### src/rtl/playfield_renderer_if.sv
// Bus bundle between game-state logic / video timing and the playfield renderer.
// The master side drives pixel coordinates and board state; the slave side returns colour and handshake.
interface playfield_renderer_if #(
    parameter int unsigned COLS = 10,
    parameter int unsigned ROWS = 20
);
    logic [9:0]             DrawX;
    logic [9:0]             DrawY;
    logic                   frame_start;
    logic [COLS*ROWS-1:0]   map;
    logic [2*COLS*ROWS-1:0] map_color;
    logic [15:0]            piece;
    logic [4:0]             PieceX;
    logic [4:0]             PieceY;
    logic [1:0]             piece_color;
    logic [ROWS-1:0]        clear_rows;
    logic                   clear_req;
    logic                   busy;
    logic                   clear_done;
    logic [3:0]             Red;
    logic [3:0]             Green;
    logic [3:0]             Blue;

    modport master (
        output DrawX, DrawY, frame_start, map, map_color, piece, PieceX, PieceY,
               piece_color, clear_rows, clear_req,
        input  busy, clear_done, Red, Green, Blue
    );

    modport slave (
        input  DrawX, DrawY, frame_start, map, map_color, piece, PieceX, PieceY,
               piece_color, clear_rows, clear_req,
        output busy, clear_done, Red, Green, Blue
    );
endinterface

### src/rtl/playfield_renderer.sv
// Two-stage registered colour generator for the Tetris playfield, with a
// frame-synchronised row-clear flash animation and req/done handshake.
module playfield_renderer #(
    parameter int unsigned COLS         = 10,
    parameter int unsigned ROWS         = 20,
    parameter int unsigned CELL_LOG2    = 4,
    parameter int unsigned ORG_X        = 15,
    parameter int unsigned ORG_Y        = 5,
    parameter int unsigned BEVEL        = 2,
    parameter int unsigned FLASH_PERIOD = 4,
    parameter int unsigned FLASH_FRAMES = 24
) (
    input  logic                 Clk,
    input  logic                 Reset,
    playfield_renderer_if.slave  bus
);

    localparam int unsigned COORD_W = 10;
    localparam int unsigned CELL_W  = COORD_W - CELL_LOG2;
    localparam int unsigned CX_W    = CELL_W + 2;
    localparam int unsigned CELL_PX = 1 << CELL_LOG2;
    localparam int unsigned COL_W   = $clog2(COLS);
    localparam int unsigned ROW_W   = $clog2(ROWS);
    localparam int unsigned IDX_W   = $clog2(COLS * ROWS);
    localparam int unsigned MAX_W   = (COL_W > ROW_W) ? COL_W : ROW_W;
    localparam int unsigned PW      = ((MAX_W > 5) ? MAX_W : 5) + 1;
    localparam int unsigned CNT_W   = $clog2(FLASH_FRAMES + 1);
    localparam int unsigned PER_W   = $clog2(FLASH_PERIOD + 1);

    typedef enum logic [1:0] {SH_SHADOW, SH_HIGH, SH_BODY} shade_e;
    typedef enum logic {S_IDLE, S_FLASH} state_e;

    // Palette entry packed as {shadow, highlight, body}.
    function automatic logic [35:0] palette(input logic [1:0] idx);
        logic [35:0] trio;
        case (idx)
            2'd0:    trio = {12'hC60, 12'hFA0, 12'hF70};
            2'd1:    trio = {12'h060, 12'h0C0, 12'h090};
            2'd2:    trio = {12'h006, 12'h00C, 12'h009};
            default: trio = {12'h806, 12'hF0D, 12'hC0A};
        endcase
        return trio;
    endfunction

    function automatic logic [11:0] pick(input shade_e sh, input logic [35:0] trio);
        logic [11:0] c;
        case (sh)
            SH_SHADOW: c = trio[35:24];
            SH_HIGH:   c = trio[23:12];
            default:   c = trio[11:0];
        endcase
        return c;
    endfunction

    // Stage 1: cell coordinates, board membership and bevel shade.
    logic signed [CX_W-1:0] cx_d, cy_d;
    logic [CELL_LOG2-1:0]   px_d, py_d;
    logic                   in_board_d;
    shade_e                 shade_d;

    always_comb begin
        cx_d = $signed(CX_W'(bus.DrawX >> CELL_LOG2)) - $signed(CX_W'(ORG_X));
        cy_d = $signed(CX_W'(bus.DrawY >> CELL_LOG2)) - $signed(CX_W'(ORG_Y));
        px_d = bus.DrawX[CELL_LOG2-1:0];
        py_d = bus.DrawY[CELL_LOG2-1:0];
        in_board_d = (cx_d >= 0) && (cx_d < $signed(CX_W'(COLS))) &&
                     (cy_d >= 0) && (cy_d < $signed(CX_W'(ROWS)));
        shade_d = SH_BODY;
        if (px_d < CELL_LOG2'(BEVEL) || py_d >= CELL_LOG2'(CELL_PX - BEVEL))
            shade_d = SH_SHADOW;
        else if (py_d < CELL_LOG2'(BEVEL) || px_d >= CELL_LOG2'(CELL_PX - BEVEL))
            shade_d = SH_HIGH;
    end

    logic             v1_q;
    logic             in_q;
    logic [COL_W-1:0] col_q;
    logic [ROW_W-1:0] row_q;
    shade_e           shade_q;

    always_ff @(posedge Clk) begin
        if (Reset) begin
            v1_q    <= 1'b0;
            in_q    <= 1'b0;
            col_q   <= '0;
            row_q   <= '0;
            shade_q <= SH_BODY;
        end else begin
            v1_q    <= 1'b1;
            in_q    <= in_board_d;
            col_q   <= COL_W'(cx_d);
            row_q   <= ROW_W'(cy_d);
            shade_q <= shade_d;
        end
    end

    // Clear-animation FSM state.
    state_e            state_q, state_d;
    logic [CNT_W-1:0]  cnt_q, cnt_d;
    logic [PER_W-1:0]  per_q, per_d;
    logic              phase_q, phase_d;
    logic [ROWS-1:0]   rows_q, rows_d;
    logic              done_q, done_d;
    logic              busy_q;

    always_comb begin
        state_d = state_q;
        cnt_d   = cnt_q;
        per_d   = per_q;
        phase_d = phase_q;
        rows_d  = rows_q;
        done_d  = 1'b0;
        case (state_q)
            S_IDLE: begin
                if (bus.clear_req) begin
                    if (|bus.clear_rows) begin
                        state_d = S_FLASH;
                        rows_d  = bus.clear_rows;
                        cnt_d   = '0;
                        per_d   = '0;
                        phase_d = 1'b1;
                    end else begin
                        done_d = 1'b1;
                    end
                end
            end
            default: begin
                if (bus.frame_start) begin
                    if (cnt_q == CNT_W'(FLASH_FRAMES - 1)) begin
                        state_d = S_IDLE;
                        done_d  = 1'b1;
                        cnt_d   = '0;
                        per_d   = '0;
                        phase_d = 1'b0;
                    end else begin
                        cnt_d = cnt_q + CNT_W'(1);
                        if (per_q == PER_W'(FLASH_PERIOD - 1)) begin
                            per_d   = '0;
                            phase_d = ~phase_q;
                        end else begin
                            per_d = per_q + PER_W'(1);
                        end
                    end
                end
            end
        endcase
    end

    always_ff @(posedge Clk) begin
        if (Reset) begin
            state_q <= S_IDLE;
            cnt_q   <= '0;
            per_q   <= '0;
            phase_q <= 1'b0;
            rows_q  <= '0;
            done_q  <= 1'b0;
            busy_q  <= 1'b0;
        end else begin
            state_q <= state_d;
            cnt_q   <= cnt_d;
            per_q   <= per_d;
            phase_q <= phase_d;
            rows_q  <= rows_d;
            done_q  <= done_d;
            busy_q  <= (state_d == S_FLASH);
        end
    end

    // Stage 2: priority colour selection against live board state.
    logic [IDX_W-1:0] idx_c;
    logic [PW-1:0]    dc_c, dr_c;
    logic             map_hit_c, piece_hit_c;
    logic [11:0]      rgb_d, rgb_q;

    always_comb begin
        idx_c       = IDX_W'(row_q) * IDX_W'(COLS) + IDX_W'(col_q);
        dc_c        = PW'(col_q) - PW'(bus.PieceX);
        dr_c        = PW'(row_q) - PW'(bus.PieceY);
        map_hit_c   = bus.map[idx_c];
        piece_hit_c = (dc_c < PW'(4)) && (dr_c < PW'(4)) && bus.piece[{dr_c[1:0], dc_c[1:0]}];
        rgb_d       = '0;
        if (v1_q) begin
            if (!in_q)
                rgb_d = pick(shade_q, {12'h444, 12'hCCC, 12'h888});
            else if (busy_q && rows_q[row_q] && phase_q)
                rgb_d = 12'hFFF;
            else if (map_hit_c)
                rgb_d = pick(shade_q, palette(bus.map_color[{idx_c, 1'b0} +: 2]));
            else if (piece_hit_c)
                rgb_d = pick(shade_q, palette(bus.piece_color));
            else
                rgb_d = 12'hFFF;
        end
    end

    always_ff @(posedge Clk) begin
        if (Reset) rgb_q <= '0;
        else       rgb_q <= rgb_d;
    end

    assign bus.Red        = rgb_q[11:8];
    assign bus.Green      = rgb_q[7:4];
    assign bus.Blue       = rgb_q[3:0];
    assign bus.busy       = busy_q;
    assign bus.clear_done = done_q;

endmodule
### src/flat_wrapper.sv
// flat-port wrapper written by rule: the top's interface ports become plain ports
module playfield_renderer_flat 
#(
    parameter int unsigned COLS         = 10,
    parameter int unsigned ROWS         = 20,
    parameter int unsigned CELL_LOG2    = 4,
    parameter int unsigned ORG_X        = 15,
    parameter int unsigned ORG_Y        = 5,
    parameter int unsigned BEVEL        = 2,
    parameter int unsigned FLASH_PERIOD = 4,
    parameter int unsigned FLASH_FRAMES = 24
)
  (Clk, Reset, bus_DrawX, bus_DrawY, bus_frame_start, bus_map, bus_map_color, bus_piece, bus_PieceX, bus_PieceY, bus_piece_color, bus_clear_rows, bus_clear_req, bus_busy, bus_clear_done, bus_Red, bus_Green, bus_Blue);
  playfield_renderer_if #(.COLS(COLS), .ROWS(ROWS)) bus_i ();
  input  logic Clk;
  input  logic Reset;
  input wire logic [$bits(bus_i.DrawX)-1:0] bus_DrawX;
  input wire logic [$bits(bus_i.DrawY)-1:0] bus_DrawY;
  input wire logic [$bits(bus_i.frame_start)-1:0] bus_frame_start;
  input wire logic [$bits(bus_i.map)-1:0] bus_map;
  input wire logic [$bits(bus_i.map_color)-1:0] bus_map_color;
  input wire logic [$bits(bus_i.piece)-1:0] bus_piece;
  input wire logic [$bits(bus_i.PieceX)-1:0] bus_PieceX;
  input wire logic [$bits(bus_i.PieceY)-1:0] bus_PieceY;
  input wire logic [$bits(bus_i.piece_color)-1:0] bus_piece_color;
  input wire logic [$bits(bus_i.clear_rows)-1:0] bus_clear_rows;
  input wire logic [$bits(bus_i.clear_req)-1:0] bus_clear_req;
  output wire logic [$bits(bus_i.busy)-1:0] bus_busy;
  output wire logic [$bits(bus_i.clear_done)-1:0] bus_clear_done;
  output wire logic [$bits(bus_i.Red)-1:0] bus_Red;
  output wire logic [$bits(bus_i.Green)-1:0] bus_Green;
  output wire logic [$bits(bus_i.Blue)-1:0] bus_Blue;
  assign bus_i.DrawX = bus_DrawX;
  assign bus_i.DrawY = bus_DrawY;
  assign bus_i.frame_start = bus_frame_start;
  assign bus_i.map = bus_map;
  assign bus_i.map_color = bus_map_color;
  assign bus_i.piece = bus_piece;
  assign bus_i.PieceX = bus_PieceX;
  assign bus_i.PieceY = bus_PieceY;
  assign bus_i.piece_color = bus_piece_color;
  assign bus_i.clear_rows = bus_clear_rows;
  assign bus_i.clear_req = bus_clear_req;
  assign bus_busy = bus_i.busy;
  assign bus_clear_done = bus_i.clear_done;
  assign bus_Red = bus_i.Red;
  assign bus_Green = bus_i.Green;
  assign bus_Blue = bus_i.Blue;
  playfield_renderer #(.COLS(COLS), .ROWS(ROWS), .CELL_LOG2(CELL_LOG2), .ORG_X(ORG_X), .ORG_Y(ORG_Y), .BEVEL(BEVEL), .FLASH_PERIOD(FLASH_PERIOD), .FLASH_FRAMES(FLASH_FRAMES)) u_core (.Clk(Clk), .Reset(Reset), .bus(bus_i));
endmodule
### config.mk
export PLATFORM = sky130hd
export DESIGN_NAME = playfield_renderer_flat
export DESIGN_NICKNAME = d
export VERILOG_FILES = /design/src/rtl/playfield_renderer_if.sv /design/src/rtl/playfield_renderer.sv /design/src/flat_wrapper.sv
export SDC_FILE = /design/constraint.sdc
export NUM_CORES = 1
export LEC_CHECK = 0
export CORE_AREA = 2 2 265 267
export CTS_BUF_LIST = sky130_fd_sc_hd__clkbuf_8
export CTS_CLUSTER_SIZE = 30
export DETAILED_ROUTE_END_ITERATION = 12
export DIE_AREA = 0 0 267 269
export GPL_ROUTABILITY_DRIVEN = 1
export PLACE_DENSITY_LB_ADDON = 0.2
export SETUP_SLACK_MARGIN = 0.3
export SLEW_MARGIN = 30
export SYNTH_ARGS = -nofsm -noshare
export SYNTH_HDL_FRONTEND = slang
export SYNTH_SLANG_ARGS = --single-unit
### constraint.sdc
create_clock -name Clk -period 6 [get_ports Clk]
set_clock_uncertainty 0.05 [all_clocks]
set_input_delay 1.8 -clock Clk [delete_from_list [all_inputs] [get_ports Clk]]
set_output_delay 1.8 -clock Clk [all_outputs]
set_load 0.02 [all_outputs]
After elaboration in Yosys (flattened, before gate mapping) --
Cells that the tools add are included.
Cells by class: add/subtract/negate cells 7, multipliers 1, $lt $le $gt $ge 13, equality and inequality tests 9, shift operators 1, muxes and demuxes 45, bitwise operators 3, reduce and logical (&&, ||, !) cells 20
Operator list (count):
- indexed part select 400 x 10 -> 2 bit | 1
- case mux 36 bit (3 select lines) | 2
- case mux 12 bit (2 select lines) | 3
- two-way mux 12 bit | 4
- two-way mux 5 bit | 5
- two-way mux 1 bit | 20
- OR reduction 20 bit | 1
- two-way mux 3 bit | 6
- greater-or-equal comparator 7 x 1 -> 1 bit (second input constant) | 2
- less-than comparator 6 x 3 -> 1 bit (second input constant) | 2
- less-than comparator 8 x 9 -> 1 bit (second input constant) | 1
- adder 8 x 4 -> 8 bit | 1
- binary-select mux 1 bit (select 8 bit) | 1
- greater-or-equal comparator 4 bit (second input constant) | 2
- less-than comparator 4 x 2 -> 1 bit (second input constant) | 2
- logical AND 1 bit | 7
- less-than comparator 7 x 5 -> 1 bit (second input constant) | 1
- less-than comparator 7 x 6 -> 1 bit (second input constant) | 1
- multiplier 5 x 3 -> 7 bit (second input constant) | 1
- subtractor 6 x 3 -> 7 bit (second input constant) | 1
- subtractor 6 x 4 -> 7 bit (second input constant) | 1
- equality test 2 x 1 -> 1 bit (second input constant) | 3
- zero test 2 bit | 3
- less-than comparator 5 x 6 -> 1 bit (second input constant) | 1
- 19 further kinds | 27
Word-level totals: register bits 56, output and inout bits 14, word-level logic and storage cells 112

Depth between registers and ports, before layout --
depth in word-level cells 9, depth in mapped cells 21

Least setup slack after synthesis --
Ideal clock, no wire load.
kind in2reg, start input bus_map_color[6], end register u_core.rgb_q[5], arrival time 4.284 ns, path slack 1.527 ns, stages 12, buffers on the path 0, cells stage by stage mux4_2 > mux4_2 > mux4_2 > mux2i_1 > nor2_1 > a21o_1 > ha_1 > nor2_1 > nor2_1 > mux2_2 > mux2i_1 > a21oi_1
Between the ends: longest elaborated chain between the ends 7
RTL lines:
- from (decl) | RTL line flat_wrapper.sv:21 | input wire logic [$bits(bus_i.map_color)-1:0] bus_map_color;
- indexed part select 400 x 10 -> 2 bit * | RTL line playfield_renderer.sv:188 | rgb_d = pick(shade_q, palette(bus.map_color[{idx_c, 1'b0} +: 2]));
- equality test 2 bit (tied with other cells) | RTL line playfield_renderer.sv:36 | case (idx)
- case mux 36 bit (3 select lines) * | RTL line playfield_renderer.sv:36
- case mux 12 bit (2 select lines) * | RTL line playfield_renderer.sv:47 | case (sh)
- two-way mux 12 bit * | RTL line playfield_renderer.sv:187 | else if (map_hit_c)
- two-way mux 12 bit * | RTL line playfield_renderer.sv:185 | else if (busy_q && rows_q[row_q] && phase_q)
- two-way mux 12 bit * | RTL line playfield_renderer.sv:183 | if (!in_q)
- to (signal assigned) | RTL line playfield_renderer.sv:198 | else rgb_q <= rgb_d;
- to (decl) | RTL line playfield_renderer.sv:173 | logic [11:0] rgb_d, rgb_q;
Mark *: on every way between the ends. The rest lies on a longest branch, timed or not. A chain may end at the register's enable or synchronous reset.

Final worst setup path --
start register u_core.row_q[0], end register u_core.rgb_q[4]
Between the ends: longest elaborated chain between the ends 9
RTL lines:
- from (decl) | RTL line playfield_renderer.sv:78 | logic [ROW_W-1:0] row_q;
- from (signal assigned) | RTL line playfield_renderer.sv:92 | row_q <= ROW_W'(cy_d);
- multiplier 5 x 3 -> 7 bit | RTL line playfield_renderer.sv:176 | idx_c = IDX_W'(row_q) * IDX_W'(COLS) + IDX_W'(col_q);
- adder 8 x 4 -> 8 bit | RTL line playfield_renderer.sv:176
- indexed part select 400 x 10 -> 2 bit | RTL line playfield_renderer.sv:188
- equality test 2 bit (tied with other cells) | RTL line playfield_renderer.sv:36
- case mux 36 bit (3 select lines) | RTL line playfield_renderer.sv:36
- case mux 12 bit (2 select lines) | RTL line playfield_renderer.sv:47
- two-way mux 12 bit | RTL line playfield_renderer.sv:187
- two-way mux 12 bit * | RTL line playfield_renderer.sv:185
- two-way mux 12 bit * | RTL line playfield_renderer.sv:183
Mark *: on every way between the ends. The rest lies on a longest branch, timed or not. The select of a mux whose other input is x is not followed.

==> impl_results.md <==
* Status: finished, final reports clean
* Worst hold stages at 2
* Power per cell area at 146.8 nW/um2
* Final hold vios at 0
* Area leader, netlist: mux4_2
* Synth cell count leaders: mux4_2 (172), nor2_1 (68), dfxtp_1 (55), nand2_1 (52), mux2i_1 (51)
* RSZ-0062 raised after global routing: false
* GRT Residual Overflow at 0
* Area Growth Syn to Fin at 93.39%
* Slew headroom at 0.3387
* Comb pwr share at 0.752
* Clock power share at 0.082
* Worst Tran Pin Value at just under 1000 ps
* CTS Hold Buffers Added at 0
* Die ar. at between 70000 and 80000 um2
* Mapped Area at 8762 um2
* # fillers at 7373
* First-pass GRT wire length at 78.69 mm
* Register area share after synthesis at 0.1257
* Most frequent cell after synthesis: mux4_2
* Sw power at 0.9920 mW
* Switching share of power at 0.3987
* CTS tree: built
* Seq pwr share at 0.166
* Max Fanout on Critical Path at 24
* CTS Buf Count at 5
* Arrival time worst endpoint at 5390 ps
* Setup WS pre-CTS at ~350 ps
* Clk slew on worst S/H paths at 90 ps
* Final net count at 2164
* Hold Path Class: reg -> reg
* CTS max path bufs at 2
* Final Power at 2.488 mW
* Post-Syn Nets at 1503
* Setup Crit Path Kind: reg -> reg
* Gpl congestion at approximately 0.88
* Starting Density at 0.1264
* Syn. warnings at 0
* Largest cells by area after synthesis: mux4_2 (44%), dfxtp_1 (13%), mux2i_1 (5.8%), ha_1 (4.6%), nor2_1 (2.9%)
* Chip width at 267 um
* Post-synthesis area per instance at 11.02 um2
* Leakage power at 5.929 nW
* Setup Viol. Count Final at 0
* Initial antenna violation count at 27
* Vias in the first global route at approximately 11000
* Fraction of registers with async set/reset at 0
* GRT Util Overall at 0.1550
* Highest clock rate at 191.2 MHz
* ANT nets after route at 0
* Main synth FF type: dfxtp_1
* Int Power at 1.496 mW
* R2R cell count at 13
* DRC Markers at 0
* Clk root buf: clkbuf_8
* Mapped Cells at 795
* EDFF count, synth at 0
* Vias post-DR at 10000
* Die height at 269 um
* # IOs at 686
* Largest net degree at the start of global routing at 47
* Final Cycle Share at 0.8718
* Register bit total from synthesis at 55
* Cell variety after synth at 62
* Detailed Place HPWL at roughly 50 mm
* Setup TNS at 0 ps
* CTS sink cnt at between 50 and 60
* Max VDD drop at 0.08899 mV
* CP startpoint kind: register
* Critical Path RT at 6160 ps
* Final worst slack at roughly 770 ps
* Core box area at 69300 um2
* Register area at roughly 1100 um2
* Clk_lat worst skew at 310 ps
* Row cnt at 97
* Fraction of layout cells with a size suffix above 1 at 0.1647
* Final count of pins violating max slew at 0
* Port Buffer Count at 683
* Initial DRC count at 449
* Top cell type's share of synthesized area at 0.4421
* Area of the multi-input gates at 7224 um2
* TritonRoute pass-1 iters at 5
* Min cycle time layout at 5231 ps
* WL per Instance at around 24 um
* WL final at 58.26 mm
* H-tree depth at 2
* Vias per std cell at ~4.2
* Max Cap Viol at 0
* CP Capture Type: register
[power groups by stage]
stage          clock [mW]  combinational (mW)  sequential, mW
5_1_grt             0.230                2.02           0.418
3_5_place_dp            0                1.92           0.423
4_1_cts             0.217                1.93           0.415
3_3_place_gp            0                1.91           0.423
6_report            0.205                1.87           0.412
2_1_floorplan           0               0.966           0.409
[critical path, cell delays in order, from the launching register on]
cell and delay, ps:
dfxtp_1 800, ha_4 230, inv_1 50, fa_4 1110
buf_12 250, and2_1 510, a221oi_1 140, o21ai_0 260
o211ai_1 190, a311oi_2 360, a311oi_2 120, a31oi_4 560
mux2i_1 160, o31ai_1 270
[routing by layer]
layer | part of all wire | vias to the layer above | routed length, um | track usage
li1 | - | 4529 | - | -
met1 | 0.39 | 4929 | 22520 | 0.1769
met2 | 0.53 | 471 | 30660 | 0.2957
met3 | 0.067 | 59 | 3897 | 0.03233
met4 | 0.019 | 12 | 1104 | 0.03113
met5 | 0.0013 | - | 76 | 0
[layout make-up]
type,instances,share of cell area
diodes,6,0.0008861
clock buffers,5,0.004061
clock inverters,3,0.0009599
inverters,36,0.007975
multi-input cells,641,0.4263
flip-flops and latches,55,0.06520
well taps,940,0.06941
repair buffers,717,0.4252
[final timing paths]
| kind | start | end | slack, ps |
|---|---|---|---|
| setup / recovery | u_core.row_q[0]$_SDFF_PP0_ | u_core.rgb_q[4]$_SDFF_PP0_ | 770 |
| hold reg to reg | u_core.per_q[2]$_SDFFE_PP0P_ | u_core.per_q[2]$_SDFFE_PP0P_ | 430 |
| setup reg to reg | u_core.row_q[0]$_SDFF_PP0_ | u_core.rgb_q[4]$_SDFF_PP0_ | 770 |
| hold / removal | u_core.per_q[2]$_SDFFE_PP0P_ | u_core.per_q[2]$_SDFFE_PP0P_ | 430 |
[state kept, by name (all words and copies together) (netlist names)]
| register | flops |
|---|---|
| u_core.shade_q | 2 |
| u_core.state_q | 1 |
| u_core.per_q | 3 |
| u_core.bus.clear_done | 1 |
| u_core.v1_q | 1 |
| u_core.in_q | 1 |
| u_core.rgb_q | 11 |
| u_core.row_q | 5 |
| u_core.cnt_q | 5 |
| u_core.rows_q | 20 |
| u_core.phase_q | 1 |
| u_core.col_q | 4 |
[cells by family (layout without fill, tap and decap cells)]
family,Yosys count,count (layout),synth area share
AO/OA/AOI/OAI,148,148,0.1084
XOR/XNOR,17,17,0.01699
adder cells (fa/ha/maj),36,36,0.05483
buffers and inverters,99,761,0.05969
flip-flops,55,55,0.1257
multiplexers,235,235,0.5226
other,0,6,0
AND/OR/NAND/NOR,205,205,0.1118
[stage by stage]
stage                     utilization  hold WS (ps)  cells  instance area, um2
after floorplan                     -         370.2    795                8762
after CTS                      0.2441         428.4   2396               16920
final                          0.2445         431.6   2403               16950
after detailed placement       0.2429         409.0   2388               16830
after global routing           0.2444         464.0   2401               16940
after global placement         0.2429         391.7   2388               16830
[cells in the final DEF (no fill, tap or decap), types with 6 or more instances in the layout]
cell and n:
a211oi_1 7, nand2_1 52, o21ai_0 41, xor2_1 7, ha_1 31, a21oi_1 46
buf_4 25, buf_12 9, nor2_1 68, diode_2 6, mux4_2 172, mux2i_1 51
clkdlybuf4s50_1 683, nor2b_1 24, and2_1 7, nor3_1 10, nand3_1 10, mux2_2 8
dfxtp_1 54, inv_1 36
[timing repair]
action | in CTS | in global routing
resized for setup | 0 | 1
setup endpoints to repair | 0 | 2
buffers inserted | 0 | 1
hold endpoints to repair | 0 | 0
Note: power is estimated with default switching activity, not from simulation.
